===== src/rtl/posit_seq_pkg.sv =====
`default_nettype none
// ============================================================================
// Module   : posit_seq_pkg
// Brief    : Shared constants, state encoding and sizing helper for the
//            posit memory sequencer.
// Revision : 1.0 - initial release
// ============================================================================
package posit_seq_pkg;

    localparam int BYTES_PER_WORD = 4;
    localparam int BYTES_PER_PAIR = 8;

    // Sequencer state encoding
    localparam logic [2:0] c_ST_IDLE  = 3'd0;
    localparam logic [2:0] c_ST_FETCH = 3'd1;
    localparam logic [2:0] c_ST_ISSUE = 3'd2;
    localparam logic [2:0] c_ST_WAIT  = 3'd3;
    localparam logic [2:0] c_ST_WRITE = 3'd4;
    localparam logic [2:0] c_ST_DONE  = 3'd5;

    // Number of operand pairs that fit in a byte-addressed RAM of 2^addr_w bytes
    function automatic int max_pairs(input int addr_w);
        return (1 << addr_w) / BYTES_PER_PAIR;
    endfunction

endpackage
`default_nettype wire


===== src/rtl/posit_mem_sequencer_byte_gather.sv =====
`default_nettype none
// ============================================================================
// Module   : byte_gather
// Brief    : Tracks in-flight operand RAM reads with a RD_LAT-deep
//            valid/lane pipeline and assembles returned bytes into the
//            little-endian A and B operand words.
// Revision : 1.0 - initial release
// ============================================================================
module byte_gather
    import posit_seq_pkg::*;
#(
    parameter int DATA_W = 8,
    parameter int WORD_W = 32,
    parameter int RD_LAT = 1
) (
    input  logic              clk,
    input  logic              rst,
    input  logic              i_issue,
    input  logic [2:0]        i_lane,
    input  logic [DATA_W-1:0] i_rdata,
    output logic [WORD_W-1:0] o_a,
    output logic [WORD_W-1:0] o_b,
    output logic              o_done
);

    logic [RD_LAT-1:0] r_vld;
    logic [2:0]        r_lane [RD_LAT];
    logic [WORD_W-1:0] r_a;
    logic [WORD_W-1:0] r_b;
    logic              w_cap;
    logic [2:0]        w_cap_lane;
    int                w_cap_lsb;

    // The tail of the pipeline lines up with readdata for that read
    assign w_cap      = r_vld[RD_LAT-1];
    assign w_cap_lane = r_lane[RD_LAT-1];
    assign w_cap_lsb  = int'(w_cap_lane[1:0]) * DATA_W;
    assign o_done     = w_cap && (w_cap_lane == 3'(BYTES_PER_PAIR - 1));
    assign o_a        = r_a;
    assign o_b        = r_b;

    // Delay each issued read's valid flag and lane tag by the RAM read latency
    always_ff @(posedge clk) begin
        if (rst) begin
            r_vld <= '0;
            for (int s = 0; s < RD_LAT; s++) begin
                r_lane[s] <= '0;
            end
        end else begin
            r_vld[0]  <= i_issue;
            r_lane[0] <= i_lane;
            for (int s = 1; s < RD_LAT; s++) begin
                r_vld[s]  <= r_vld[s-1];
                r_lane[s] <= r_lane[s-1];
            end
        end
    end

    // Drop each returned byte into its lane; lanes 0-3 build A, 4-7 build B
    always_ff @(posedge clk) begin
        if (rst) begin
            r_a <= '0;
            r_b <= '0;
        end else if (w_cap) begin
            if (!w_cap_lane[2]) begin
                r_a[w_cap_lsb +: DATA_W] <= i_rdata;
            end else begin
                r_b[w_cap_lsb +: DATA_W] <= i_rdata;
            end
        end
    end

endmodule
`default_nettype wire


===== src/rtl/posit_mem_sequencer.sv =====
`default_nettype none
// ============================================================================
// Module   : posit_mem_sequencer
// Brief    : Fetches operand pairs byte-wise from operand RAM, hands each
//            pair to the posit unit, and writes results byte-wise to result
//            RAM, reporting completion to the HPS PIO.
// Revision : 1.0 - initial release
// ============================================================================
module posit_mem_sequencer
    import posit_seq_pkg::*;
#(
    parameter int ADDR_W = 12,
    parameter int DATA_W = 8,
    parameter int WORD_W = 32,
    parameter int RD_LAT = 1
) (
    input  logic              clk_clk,
    input  logic              reset_reset_n,
    input  logic              soft_reset,
    input  logic              start,
    input  logic [31:0]       pair_count,
    output logic              completed,
    output logic              busy,
    output logic [ADDR_W-1:0] m0_address,
    output logic              m0_chipselect,
    output logic              m0_clken,
    output logic              m0_write,
    output logic [DATA_W-1:0] m0_writedata,
    input  logic [DATA_W-1:0] m0_readdata,
    output logic [ADDR_W-1:0] m1_address,
    output logic              m1_chipselect,
    output logic              m1_clken,
    output logic              m1_write,
    output logic [DATA_W-1:0] m1_writedata,
    input  logic [DATA_W-1:0] m1_readdata,
    output logic              pu_in_valid,
    input  logic              pu_in_ready,
    output logic [WORD_W-1:0] pu_num1,
    output logic [WORD_W-1:0] pu_num2,
    input  logic              pu_out_valid,
    input  logic [WORD_W-1:0] pu_result
);

    localparam int C_IDX_W     = ADDR_W - 2;
    localparam int C_MAX_PAIRS = max_pairs(ADDR_W);

    logic               w_rst;
    logic [2:0]         r_state;
    logic [2:0]         w_state_nxt;
    logic               r_start;
    logic [C_IDX_W-1:0] r_count;
    logic [C_IDX_W-1:0] w_count_nxt;
    logic [C_IDX_W-1:0] r_idx;
    logic [C_IDX_W-1:0] w_idx_nxt;
    logic [C_IDX_W-1:0] w_idx_inc;
    logic [C_IDX_W-1:0] w_sat_count;
    logic [3:0]         r_k;
    logic [3:0]         w_k_nxt;
    logic [WORD_W-1:0]  r_result;
    logic [WORD_W-1:0]  w_result_nxt;
    logic               w_start_edge;
    logic               w_issue;
    logic               w_wr;
    logic               w_gather_done;
    logic               w_unused;

    assign w_rst        = !reset_reset_n || soft_reset;
    assign w_start_edge = start && !r_start;
    assign w_idx_inc    = r_idx + C_IDX_W'(1);
    assign w_sat_count  = (pair_count > 32'(C_MAX_PAIRS)) ? C_IDX_W'(C_MAX_PAIRS)
                                                          : pair_count[C_IDX_W-1:0];

    // r_k counts byte reads in FETCH (bit 3 set once all 8 are issued) and bytes in WRITE
    assign w_issue = (r_state == c_ST_FETCH) && !r_k[3];
    assign w_wr    = (r_state == c_ST_WRITE);

    assign completed     = (r_state == c_ST_DONE);
    assign busy          = (r_state == c_ST_FETCH) || (r_state == c_ST_ISSUE) ||
                           (r_state == c_ST_WAIT)  || (r_state == c_ST_WRITE);
    assign m0_chipselect = w_issue;
    assign m0_clken      = w_issue;
    assign m0_write      = 1'b0;
    assign m0_writedata  = '0;
    assign m0_address    = w_issue ? {r_idx[C_IDX_W-2:0], r_k[2:0]} : '0;
    assign m1_chipselect = w_wr;
    assign m1_clken      = w_wr;
    assign m1_write      = w_wr;
    assign m1_address    = w_wr ? {r_idx, r_k[1:0]} : '0;
    assign m1_writedata  = w_wr ? r_result[int'(r_k[1:0]) * DATA_W +: DATA_W] : '0;
    assign pu_in_valid   = (r_state == c_ST_ISSUE);
    assign w_unused      = ^m1_readdata;

    byte_gather #(
        .DATA_W (DATA_W),
        .WORD_W (WORD_W),
        .RD_LAT (RD_LAT)
    ) u_gather (
        .clk     (clk_clk),
        .rst     (w_rst),
        .i_issue (w_issue),
        .i_lane  (r_k[2:0]),
        .i_rdata (m0_readdata),
        .o_a     (pu_num1),
        .o_b     (pu_num2),
        .o_done  (w_gather_done)
    );

    // Sequencer next-state: fetch, hand off, wait, write back, repeat per pair
    always_comb begin
        w_state_nxt  = r_state;
        w_count_nxt  = r_count;
        w_idx_nxt    = r_idx;
        w_k_nxt      = r_k;
        w_result_nxt = r_result;
        case (r_state)
            c_ST_IDLE: begin
                if (w_start_edge) begin
                    w_count_nxt = w_sat_count;
                    w_idx_nxt   = '0;
                    w_k_nxt     = '0;
                    w_state_nxt = (w_sat_count == '0) ? c_ST_DONE : c_ST_FETCH;
                end
            end
            c_ST_FETCH: begin
                if (!r_k[3]) begin
                    w_k_nxt = r_k + 4'd1;
                end
                if (w_gather_done) begin
                    w_k_nxt     = '0;
                    w_state_nxt = c_ST_ISSUE;
                end
            end
            c_ST_ISSUE: begin
                if (pu_in_ready) begin
                    w_state_nxt = c_ST_WAIT;
                end
            end
            c_ST_WAIT: begin
                if (pu_out_valid) begin
                    w_result_nxt = pu_result;
                    w_k_nxt      = '0;
                    w_state_nxt  = c_ST_WRITE;
                end
            end
            c_ST_WRITE: begin
                w_k_nxt = r_k + 4'd1;
                if (r_k == 4'(BYTES_PER_WORD - 1)) begin
                    w_k_nxt     = '0;
                    w_idx_nxt   = w_idx_inc;
                    w_state_nxt = (w_idx_inc == r_count) ? c_ST_DONE : c_ST_FETCH;
                end
            end
            c_ST_DONE: begin
                if (!start) begin
                    w_state_nxt = c_ST_IDLE;
                end
            end
            default: begin
                w_state_nxt = c_ST_IDLE;
            end
        endcase
    end

    // State registers; either reset source abandons any run in progress
    always_ff @(posedge clk_clk) begin
        if (w_rst) begin
            r_state  <= c_ST_IDLE;
            r_start  <= 1'b0;
            r_count  <= '0;
            r_idx    <= '0;
            r_k      <= '0;
            r_result <= '0;
        end else begin
            r_state  <= w_state_nxt;
            r_start  <= start;
            r_count  <= w_count_nxt;
            r_idx    <= w_idx_nxt;
            r_k      <= w_k_nxt;
            r_result <= w_result_nxt;
        end
    end

endmodule
`default_nettype wire


===== config.mk =====
export PLATFORM = sky130hd
export DESIGN_NAME = posit_mem_sequencer
export DESIGN_NICKNAME = d
export VERILOG_FILES = /design/src/rtl/posit_seq_pkg.sv /design/src/rtl/posit_mem_sequencer_byte_gather.sv /design/src/rtl/posit_mem_sequencer.sv
export SDC_FILE = /design/constraint.sdc
export NUM_CORES = 1
export LEC_CHECK = 0
export CAP_MARGIN = 20
export CELL_PAD_IN_SITES_DETAIL_PLACEMENT = 0
export CELL_PAD_IN_SITES_GLOBAL_PLACEMENT = 1
export CORE_ASPECT_RATIO = 1.75
export CORE_MARGIN = 2
export CORE_UTILIZATION = 33
export CTS_BUF_LIST = sky130_fd_sc_hd__clkbuf_16
export DETAILED_ROUTE_END_ITERATION = 6
export MAX_ROUTING_LAYER = met4
export PLACE_DENSITY = 0.78
export SLEW_MARGIN = 20
export SYNTH_ARGS = -nofsm -noshare
export SYNTH_HDL_FRONTEND = slang
export SYNTH_SLANG_ARGS = --single-unit

===== constraint.sdc =====
create_clock -name clk_clk -period 2.5 [get_ports clk_clk]
set_input_delay 0.5 -clock clk_clk [delete_from_list [all_inputs] [get_ports clk_clk]]
set_output_delay 0.5 -clock clk_clk [all_outputs]
set_load 0.02 [all_outputs]

[Word level (Yosys, flattened, before mapping)]
Memories as Yosys holds them, arrays and structs flattened.
Cells that the tools add are included.
Cells by class
  magnitude comparators: 1
  bitwise operators: 1
  $add $sub $neg: 3
  reductions and logical operators: 23
  eq/ne operators: 15
  multiplexer cells: 29
  shifts and indexed selects: 3
Operators by type and width (number)
  $bwmux 32: 2
  $neg 5->33: 1
  $shift 8x33->32 const A: 1
  $shiftx 8x33->32: 1
  $gt 32x10->1 const B: 1
  $shiftx 32x6->8: 1
  $mux 10: 3
  $mux 3: 9
  $mux 12: 2
  $mux 4: 5
  $pmux 10 s2: 1
  $pmux 3 s6: 1
  $pmux 4 s4: 1
  $add 10x1->10 const B: 1
  $eq 10x10->1: 1
  $logic_not 10->1: 1
  $eq 3x3->1 const B: 3
  $mux 8: 1
  $reduce_and 2->1: 4
  $eq 3x2->1 const B: 2
  $ne 2x1->1 const B: 3
  $ne 2x2->1 const B: 3
  $reduce_and 3->1: 2
  $reduce_and 6->1: 1
  14 further kinds: 24
Storage, ports and cells
  memory bits (writable): 3
  logic and storage cells: 86
  flip-flop bits (word level): 125
  memories: 1
Memory list
  u_gather.r_lane: words 1, width 3, rd ports 1, clocked after Yosys merged registers in 0, wr ports 1, RTL line posit_mem_sequencer_byte_gather.sv:27  | logic [2:0] r_lane [RD_LAT];

[Logic depth before layout (Yosys ltp)]
Gate-level depths: netlist of run 1.
  depth after elaboration: 6
  mapped depth: 9

[Modules after synthesis]
Synthesis of run 1 repeated with hierarchy kept, for this count alone.
Second synthesis, totals
  cell total of the unflattened synthesis: 696
  area total of the unflattened synthesis: 5970.7 µm²
By module, submodules not included
  posit_mem_sequencer: instances 1, sequential area each 1201.2 µm², area an instance 3374.5 µm², cells each 422
  byte_gather: instances 1, sequential area each 1361.3 µm², area an instance 2596.2 µm², cells each 274

[Least setup slack after synthesis of run 1]
Ideal clock, no wire load.
  path kind: register to output
  start: register r_state[0]
  end: output m1_writedata[0]
  data arrival time: 1581 ps
  cell stages (with the launch flop): 6
  setup slack: 419 ps
  path through: dfxtp_1 buf_6 or3b_4 inv_2 clkbuf_1 and2_1
Between the ends
  cells in the longest elaborated chain, start to end: 2
Ends and longest elaborated chain
  from (decl): RTL line posit_mem_sequencer.sv:48  | logic [2:0] r_state;
  from (signal assigned): RTL line posit_mem_sequencer.sv:167  | r_state <= c_ST_IDLE;
  from (signal assigned): RTL line posit_mem_sequencer.sv:174  | r_state <= w_state_nxt;
  $eq 3x3->1: RTL line posit_mem_sequencer.sv:75  | assign w_wr = (r_state == c_ST_WRITE);
  net m1_chipselect: RTL line posit_mem_sequencer.sv:31  | output logic m1_chipselect,
  $mux 8: RTL line posit_mem_sequencer.sv:89  | assign m1_writedata = w_wr ? r_result[int'(r_k[1:0]) * DATA_W +: DATA_W] : '0;
  to (decl): RTL line posit_mem_sequencer.sv:34  | output logic [DATA_W-1:0] m1_writedata,
The timed path passes the listed nets, and every way through them passes these cells.

[Final worst setup path of run 1]
  start: register r_state[2]
  end: output m1_writedata[7]
Between the ends
  cells in the longest elaborated chain, start to end: 2
Ends and longest elaborated chain (RTL line)
  $eq 3x3->1: posit_mem_sequencer.sv:75
  $mux 8: posit_mem_sequencer.sv:89
Every way passes these cells.

==> results.json, run 1 <==
{
  "wl_per_cell_um": 15.9,
  "cts_root_buf": "clkbuf_16",
  "synth_seq_cells": 128,
  "min_period_ns": 2.38,
  "postSynthCellCount": 720,
  "area_growth_pct": 43.8,
  "clkLatencyLatePin_ns": 0.42,
  "vias": 5547,
  "fp.dieH_um": 180,
  "core_region_area_um2": 17400,
  "synth_edf_count": 0,
  "p_total_uw": 4960,
  "cts_hold_buf": 0,
  "cp.arrival_ns": 1.88,
  "die-area_um2": 18800,
  "power_frac_clock_pct": 52.3,
  "ys_seq_area_share_pct": 43.9,
  "ff2ff_path_depth": 7,
  "finalHoldViolations": 0,
  "cp.required_ns": 2.00,
  "cap_violations": 0,
  "power_switching_uw": 1090,
  "p_per_area_nw_per_um2": 591,
  "setup_slack_ns": 0.121,
  "place_ws_ns": 0.0402,
  "intPower_uw": 3870,
  "start_kind": "flop",
  "grt_pass1_wl_um": 28600,
  "worstSetupPathType": "reg -> out",
  "cp-end-kind": "output port",
  "combPwrFrac_pct": 6.5,
  "hold_class": "reg -> reg",
  "rows": 64,
  "dp_hpwl_um": 13200,
  "initial_core_util_pct": 33.6,
  "worst_slew_pin_slew_ns": 0.540,
  "num_io_pins": 199,
  "placed_cells": 1091,
  "yosys.area.top_type": "dfxtp_1",
  "ys_top_cells_by_area": "dfxtp_1 (44%), nand2_1 (8.2%), a21oi_1 (8.1%), nand3_1 (5.1%), a22oi_1 (3.5%)",
  "avgSynthCellArea_um2": 8.11,
  "synth.distinct_cells": 53,
  "yosysTopAreaCellShare_pct": 43.9,
  "antenna_left": 0,
  "rsz0062_at_grt": "false",
  "setup_violations": 0,
  "clock-sinks": 128,
  "grtUsageTotal_pct": 19.7,
  "layout-drive-gt1-share_pct": 10.8,
  "cts_tree": "yes",
  "antenna_found_initial": 0,
  "relSlewSlack_pct": 63.9,
  "drc_errors": 0,
  "synth-async-reset-ratio_pct": 0,
  "ys_warn_count": 0,
  "p_seq_share_pct": 41.3,
  "clock_skew_ns": 0.00951,
  "cts_buffers": 17,
  "grt_max_degree": 65,
  "final_cell_count_no_fill": 1124,
  "port_buffers": 181,
  "antenna_cells": 0,
  "final_util_pct": 48.3,
  "maxSlewViolCount": 0,
  "ir_drop_uv": 352,
  "sw_frac_of_total_pct": 22.0,
  "clk_pin_slew_ns": 0.06,
  "p_leak_uw": 0.00310,
  "avgViaCountPerCell": 4.94,
  "synthesis.area_um2": 5840,
  "min_period_over_period_pct": 95.2,
  "max_freq_mhz": 420,
  "die_w_um": 105,
  "drt-pass1-iter-count": 4,
  "grt_pass1_vias": 5346,
  "status": "finished clean",
  "fillCellCount": 1743,
  "dominantRegCellSynth": "dfxtp_1",
  "wirelength_um": 17900,
  "gp_congestion": 0.821,
  "overflow": 0,
  "htreeDepth": 4,
  "ctsLongestPathBuffers": 2,
  "holdPathStages": 2,
  "nets": 975,
  "drt_iter0_drc": 233,
  "worst-path-max-fanout": 12
}
==> state kept, by name, summed over array words and instances (netlist names) <==
name,cells
r_count,10
r_k,4
u_gather.o_b,32
r_idx,10
r_state,3
u_gather.o_a,32
u_gather.r_lane,3
r_result,32
u_gather.r_vld,1
r_start,1
==> repair_timing <==
item | 4_1_cts | 5_1_grt
gates resized for setup | 51 | 35
endpoints found under the setup margin | 38 | 28
buffers inserted | 2 | 0
==> worst max-delay path, stage by stage (launching register included) <==
cell and delay (ns):
dfxtp_2 0.36, or3b_4 0.43, inv_2 0.07, buf_4 0.18, and2_1 0.14, clkdlybuf4s15_2 0.28
==> metrics by stage <==
stage | TNS (ns) | hold slack [ns] | instance area (µm²)
6_report | 0 | 0.452 | 8400
3_3_place_gp | 0 | 0.439 | 7850
4_1_cts | -0.115 | 0.454 | 8470
5_1_grt | 0 | 0.470 | 8400
2_1_floorplan | 0 | 0.433 | 5870
3_5_place_dp | 0 | 0.446 | 7850
==> synth_stat cells, drive strengths merged, types with 9 or more instances <==
cell type / n
clkbuf: 49
and2: 29
nand2: 128
a21oi: 94
nor2: 51
dfxtp: 128
buf: 22
a22oi: 27
xnor2: 9
nand3: 60
and3: 17
nor3: 9
nor4: 10
==> power groups by stage <==
| stage | registers [µW] | logic [µW] | clock network (µW) |
|---|---|---|---|
| after global placement | 2090 | 320 | 0 |
| final | 2050 | 321 | 2590 |
| after detailed placement | 2090 | 319 | 0 |
| after floorplan | 2090 | 145 | 0 |
| after global routing | 2050 | 343 | 2750 |
| after CTS | 2050 | 322 | 2650 |
==> final timing paths <==
path / startpoint / to / slack, ns
worst max-delay path: r_state[2]$_SDFFE_PP0P_ / m1_writedata[7] / 0.12
worst min-delay path: r_result[20]$_SDFFE_PP0P_ / r_result[20]$_SDFFE_PP0P_ / 0.45
worst max register to register: r_k[0]$_SDFFE_PP0P_ / r_idx[9]$_SDFFE_PP0P_ / 0.38
worst min register to register: r_result[20]$_SDFFE_PP0P_ / r_result[20]$_SDFFE_PP0P_ / 0.45
==> per-layer routing <==
| layer | GRT usage (%) | up-vias | wire length (µm) |
|---|---|---|---|
| met5 | - | - | 0 |
| li1 | - | 2792 | - |
| met1 | 20.2 | 2581 | 6790 |
| met4 | 7.24 | 0 | 404 |
| met2 | 37.3 | 156 | 10000 |
| met3 | 3.01 | 18 | 645 |
==> layout by cell type (no fill, tap or decap), drive strengths merged, types with 7 or more instances in the layout <==
| master | Yosys | routed |
|---|---|---|
| ha | 8 | 8 |
| clkbuf | 49 | 36 |
| nor2 | 51 | 51 |
| inv | 8 | 10 |
| a22oi | 27 | 27 |
| mux4 | 8 | 8 |
| o21ai | 7 | 7 |
| nor3 | 9 | 9 |
| xnor2 | 9 | 9 |
| dfxtp | 128 | 128 |
| nor4 | 10 | 10 |
| and3 | 17 | 17 |
| and2 | 29 | 29 |
| dlygate4sd2 | 0 | 11 |
| clkdlybuf4s50 | 0 | 142 |
| a21oi | 94 | 94 |
| buf | 22 | 24 |
| nand2 | 128 | 128 |
| nand3 | 60 | 60 |
| conb | 1 | 9 |
==> cell families after synthesis <==
logic type,synth area share (%)
XOR/XNOR,2.25
buffers and inverters,6.28
adder cells (fa/ha/maj),1.71
AO/OA/AOI/OAI,14.8
multiplexers,3.94
other,0.0642
AND/OR/NAND/NOR,27.1
flip-flops,43.9
==> area by class of cell <==
type                            count  area (µm²)  share of cell area, %
Inverter                            8        30.0                  0.358
Clock inverter                     14         190                   2.26
Sequential cell                   128        2560                   30.5
Multi-Input combinational cell    521        2960                   35.2
Clock buffer                       17         425                   5.07
Timing Repair Buffer              205        1940                   23.1
Tap cell                          231         289                   3.44
(Power assumes the default switching activity.)
==> inputs of run 2 (changes only) <==
--- a/config.mk
+++ b/config.mk
@@ -8,7 +8,6 @@
 export CAP_MARGIN = 20
 export CELL_PAD_IN_SITES_DETAIL_PLACEMENT = 0
 export CELL_PAD_IN_SITES_GLOBAL_PLACEMENT = 1
-export CORE_ASPECT_RATIO = 1.75
 export CORE_MARGIN = 2
 export CORE_UTILIZATION = 33
 export CTS_BUF_LIST = sky130_fd_sc_hd__clkbuf_16
==> run 2 against run 1 <==
Power down 0.37%. Fmax down 1.3%. Flip-flop and latch count unchanged. Routed wire length down 2.6%. Critical path type unchanged. Critical endpoint is now m1_address[11]. Highest routed layer unchanged.
==> results.json, run 2 (synthesis gave the netlist of run 1 again) <==
{
  "reg2reg_slack_ns": 0.40,
  "seq_area_um2": 2560,
  "crit_end": "m1_address[11]",
  "cts_root_buf": "clkbuf_16",
  "clock_skew_ns": 0.00849,
  "clkLatencyLatePin_ns": 0.43,
  "power_frac_clock_pct": 52.1,
  "antenna_found_initial": 0,
  "grt_max_degree": 63,
  "grt_pass1_vias": 5199,
  "layout-drive-gt1-share_pct": 9.36,
  "cap_violations": 0,
  "min_period_over_period_pct": 96.4,
  "nets": 978,
  "vias": 5599,
  "final_cell_count_no_fill": 1122,
  "intPower_uw": 3790,
  "clk_pin_slew_ns": 0.06,
  "dp_hpwl_um": 12300,
  "placed_cells": 1086,
  "multi_input_area_um2": 2960,
  "grtUsageTotal_pct": 19.1,
  "clock-sinks": 128,
  "worstSetupPathType": "reg -> out",
  "rsz0062_at_grt": "false",
  "p_per_area_nw_per_um2": 587,
  "combPwrFrac_pct": 6.5,
  "core_region_area_um2": 17300,
  "cp.required_ns": 2.00,
  "sw_frac_of_total_pct": 23.4,
  "wirelength_um": 17400,
  "rr_startpoint": "r_k[0]$_SDFFE_PP0P_",
  "final_common_cell": "clkdlybuf4s50_1",
  "whs_ns": 0.451,
  "setup_violations": 0,
  "overflow": 0,
  "rows": 48,
  "cts_tree": "yes",
  "ctsLongestPathBuffers": 2,
  "num_io_pins": 199,
  "status": "finished clean",
  "fin_tns_setup_ns": 0,
  "htreeDepth": 4,
  "cts_buffers": 17,
  "drt-pass1-iter-count": 5,
  "p_seq_share_pct": 41.4,
  "drt_iter0_drc": 368,
  "worst_slew_pin_slew_ns": 0.551,
  "ir_drop_uv": 485,
  "initial_core_util_pct": 33.8,
  "relSlewSlack_pct": 63.2,
  "worst-path-max-fanout": 24,
  "area_growth_pct": 44.3,
  "fillCellCount": 1731,
  "grt_pass1_wl_um": 27200,
  "fp.dieH_um": 137,
  "ff2ff_path_depth": 9,
  "power_switching_uw": 1160,
  "port_buffers": 181,
  "avgViaCountPerCell": 4.99,
  "regToRegEndpoint": "r_idx[8]$_SDFFE_PP0P_",
  "critPathLaunch": "r_state[2]$_SDFFE_PP0P_",
  "cts_hold_buf": 0,
  "drc_errors": 0,
  "cp-end-kind": "output port",
  "finalHoldViolations": 0,
  "wl_per_cell_um": 15.5,
  "die-area_um2": 18800,
  "antenna_cells": 0,
  "p_leak_uw": 0.00312,
  "die_w_um": 137,
  "hold_class": "reg -> reg",
  "gp_congestion": 0.818,
  "maxSlewViolCount": 0,
  "cp.arrival_ns": 1.91,
  "max_freq_mhz": 415,
  "antenna_left": 0,
  "final_cell_mix": "clkdlybuf4s50_1 (142), nand2_1 (128), dfxtp_1 (127)",
  "start_kind": "flop",
  "p_total_uw": 4950,
  "min_period_ns": 2.41
}
[run 2: layout make-up]
class                           instances  share of cell area [%]
Clock buffer                           17                    5.05
Clock inverter                         15                    2.15
Inverter                                8                   0.460
Multi-Input combinational cell        521                    35.1
Sequential cell                       128                    30.4
Tap cell                              225                    3.34
Timing Repair Buffer                  208                    23.5
[run 2: worst min-delay path by stage]
stage                     slack (ns)                             to                          start  cells past startpoint
final                           0.45  u_gather.o_b[16]$_SDFFE_PP0P_  u_gather.o_b[16]$_SDFFE_PP0P_                      2
after global routing            0.47  u_gather.o_b[16]$_SDFFE_PP0P_  u_gather.o_b[16]$_SDFFE_PP0P_                      2
after CTS                       0.45  u_gather.o_b[16]$_SDFFE_PP0P_  u_gather.o_b[16]$_SDFFE_PP0P_                      2
after detailed placement        0.45  u_gather.o_b[16]$_SDFFE_PP0P_  u_gather.o_b[16]$_SDFFE_PP0P_                      2
after global placement          0.44      r_result[20]$_SDFFE_PP0P_      r_result[20]$_SDFFE_PP0P_                      2
after floorplan                 0.43      r_result[16]$_SDFFE_PP0P_      r_result[16]$_SDFFE_PP0P_                      2
[run 2: worst max-delay path, stage by stage (launching register included)]
cell           delay (ns)
dfxtp_1              0.37
or3b_4               0.46
inv_6                0.17
and2_1               0.16
dlygate4sd2_1        0.34
[run 2: power by group through the flow]
stage               clock, µW  combinational (µW)  sequential (µW)
floorplan                   0                 145             2090
global placement            0                 320             2090
detailed placement          0                 318             2090
CTS                      2620                 322             2050
global route             2710                 344             2050
finish                   2580                 319             2050
[run 2: through the flow]
step                      cell area, µm²  setup slack (ns)  util (%)
after floorplan                     5870             0.419         -
after global placement              7840             0.103      45.3
after detailed placement            7840            0.0926      45.3
after CTS                           8450           0.00599      48.9
after global routing                8430            0.0188      48.7
final                               8430            0.0890      48.7
[run 2: what timing repair did]
action / 4_1_cts / 5_1_grt
setup endpoints to repair: 38 / 9
endpoints found under the hold margin: 0 / 0
cloned: 0 / 0
gates resized for setup: 52 / 9
setup buffers: 3 / 1
[run 2: metal layers]
metal | GRT usage [%] | wire (µm) | share of wire, %
met5 | - | 0 | 0
met4 | 6.70 | 282 | 1.6
met3 | 3.93 | 922 | 5.3
met2 | 29.8 | 8190 | 47
met1 | 24.6 | 8020 | 46
==> inputs of run 3 (changes only) <==
==> constraint.sdc (replaced) <==
create_clock -name clk_clk -period 2.5 [get_ports clk_clk]
set_input_delay 0.5 -clock clk_clk [delete_from_list [all_inputs] [get_ports clk_clk]]
set_output_delay 0.5 -clock clk_clk [all_outputs]
set_load 0.01 [all_outputs]
==> run 3 against run 2 <==
Register-to-register slack barely moved. Global-route usage fell by 0.14 points. Fmax rose by 0.69%. Combinational power fell by 3%. Largest power group unchanged. First-iteration DRC count rose by 10%. Die area did not move. Critical path type unchanged. Sequential share of layout area barely moved.
==> results.json, run 3 (synthesis gave the netlist of run 1 again) <==
{
  "antenna_found_initial": 0,
  "final_cell_mix": "clkdlybuf4s50_1 (157), nand2_1 (128), dfxtp_1 (127)",
  "num_io_pins": 199,
  "die_w_um": 137,
  "worst-path-max-fanout": 7,
  "cp-end-kind": "output port",
  "dp_hpwl_um": 12200,
  "die-area_um2": 18800,
  "whs_ns": 0.451,
  "design_area_um2": 8420,
  "cap_violations": 0,
  "critPathLaunch": "r_state[1]$_SDFFE_PP0P_",
  "grt_max_degree": 56,
  "setup_violations": 0,
  "clkLatencyLatePin_ns": 0.42,
  "antenna_cells": 0,
  "rsz0062_at_grt": "false",
  "ctsLongestPathBuffers": 2,
  "area_growth_pct": 44.2,
  "worstSetupPathType": "reg -> out",
  "setup_slack_ns": 0.105,
  "min_period_over_period_pct": 95.8,
  "hold_class": "reg -> reg",
  "clk_pin_slew_ns": 0.06,
  "min_period_ns": 2.39,
  "final_util_pct": 48.7,
  "layout-drive-gt1-share_pct": 8.91,
  "antenna_left": 0,
  "ir_drop_uv": 498,
  "final_common_cell": "clkdlybuf4s50_1",
  "drt_iter0_drc": 405,
  "place_ws_ns": 0.178,
  "htreeDepth": 4,
  "ff2ff_path_depth": 9,
  "worst_slew_pin_slew_ns": 0.531,
  "fp.dieH_um": 137,
  "clock-sinks": 128,
  "gp_congestion": 0.826,
  "fin_tns_setup_ns": 0,
  "crit_end": "pu_in_valid",
  "rows": 48,
  "rr_startpoint": "r_k[0]$_SDFFE_PP0P_",
  "vias": 5544,
  "avgViaCountPerCell": 4.94,
  "core_region_area_um2": 17300,
  "overflow": 0,
  "status": "finished clean",
  "grtUsageTotal_pct": 19.0,
  "port_buffers": 181,
  "p_per_area_nw_per_um2": 553,
  "p_leak_uw": 0.00304,
  "drt-pass1-iter-count": 4,
  "cp.required_ns": 2.00,
  "fillCellCount": 1757,
  "cts_tree": "yes",
  "maxSlewViolCount": 0,
  "regToRegEndpoint": "r_idx[8]$_SDFFE_PP0P_",
  "reg2reg_slack_ns": 0.41,
  "cts_buffers": 17,
  "max_freq_mhz": 418,
  "post_dp_cell_area_um2": 7850,
  "clock_skew_ns": 0.00769,
  "cts_root_buf": "clkbuf_16",
  "wirelength_um": 17300,
  "grt_pass1_wl_um": 26900,
  "drc_errors": 0,
  "grt_pass1_vias": 5017,
  "nets": 979,
  "finalHoldViolations": 0,
  "cp.arrival_ns": 1.89,
  "wl_per_cell_um": 15.4,
  "start_kind": "flop",
  "relSlewSlack_pct": 64.5,
  "initial_core_util_pct": 33.8
}
[run 3: worst min path at each step]
stage / startpoint / endpoint / slack (ns) / cells past startpoint
floorplan: r_result[16]$_SDFFE_PP0P_ / r_result[16]$_SDFFE_PP0P_ / 0.43 / 2
global placement: r_result[18]$_SDFFE_PP0P_ / r_result[18]$_SDFFE_PP0P_ / 0.44 / 2
detailed placement: r_result[18]$_SDFFE_PP0P_ / r_result[18]$_SDFFE_PP0P_ / 0.44 / 2
CTS: r_result[18]$_SDFFE_PP0P_ / r_result[18]$_SDFFE_PP0P_ / 0.45 / 2
global route: u_gather.o_b[24]$_SDFFE_PP0P_ / u_gather.o_b[24]$_SDFFE_PP0P_ / 0.47 / 2
finish: r_result[18]$_SDFFE_PP0P_ / r_result[18]$_SDFFE_PP0P_ / 0.45 / 2
[run 3: final cells by class]
type,count,area [µm²],share of cell area (%)
Clock buffer,17,425,5.05
Inverter,8,30.0,0.357
Tap cell,225,282,3.34
Clock inverter,15,123,1.46
Multi-Input combinational cell,521,2970,35.2
Sequential cell,128,2560,30.4
Timing Repair Buffer,209,2030,24.1
[run 3: stage by stage]
stage / total power (µW) / cells
final: 4660 / 1123
after global routing: 4820 / 1123
after CTS: 4720 / 1123
after detailed placement: 2400 / 1088
after global placement: 2400 / 1088
after floorplan: 2230 / 728
[run 3: metal layers]
metal | wire, µm | vias to the layer above | GRT usage, % | part of all wire (%)
met3 | 841 | 19 | 3.70 | 4.9
li1 | - | 2811 | - | -
met5 | 0 | - | - | 0
met1 | 8250 | 2549 | 25.7 | 48
met4 | 275 | 0 | 6.64 | 1.6
met2 | 7890 | 165 | 28.2 | 46
[run 3: critical path, stage by stage, from the launching register on]
cell             delay [ns]
dfxtp_1                0.42
buf_4                  0.18
and2b_1                0.16
nand2b_1               0.12
inv_1                  0.07
clkdlybuf4s50_1        0.53
[run 3: power by group]
part           total (µW)  internal [µW]  leakage [µW]  switching, µW
clock network        2300           1350      0.000254            944
logic                 311            164       0.00175            147
registers            2050           2050       0.00103           3.81
total                4660           3560       0.00304           1090
[run 3: repair_timing]
action | 4_1_cts | 5_1_grt
gates resized for setup | 28 | 9
buffers inserted | 3 | 0
hold buffers | 0 | 0
setup endpoints to repair | 37 | 18
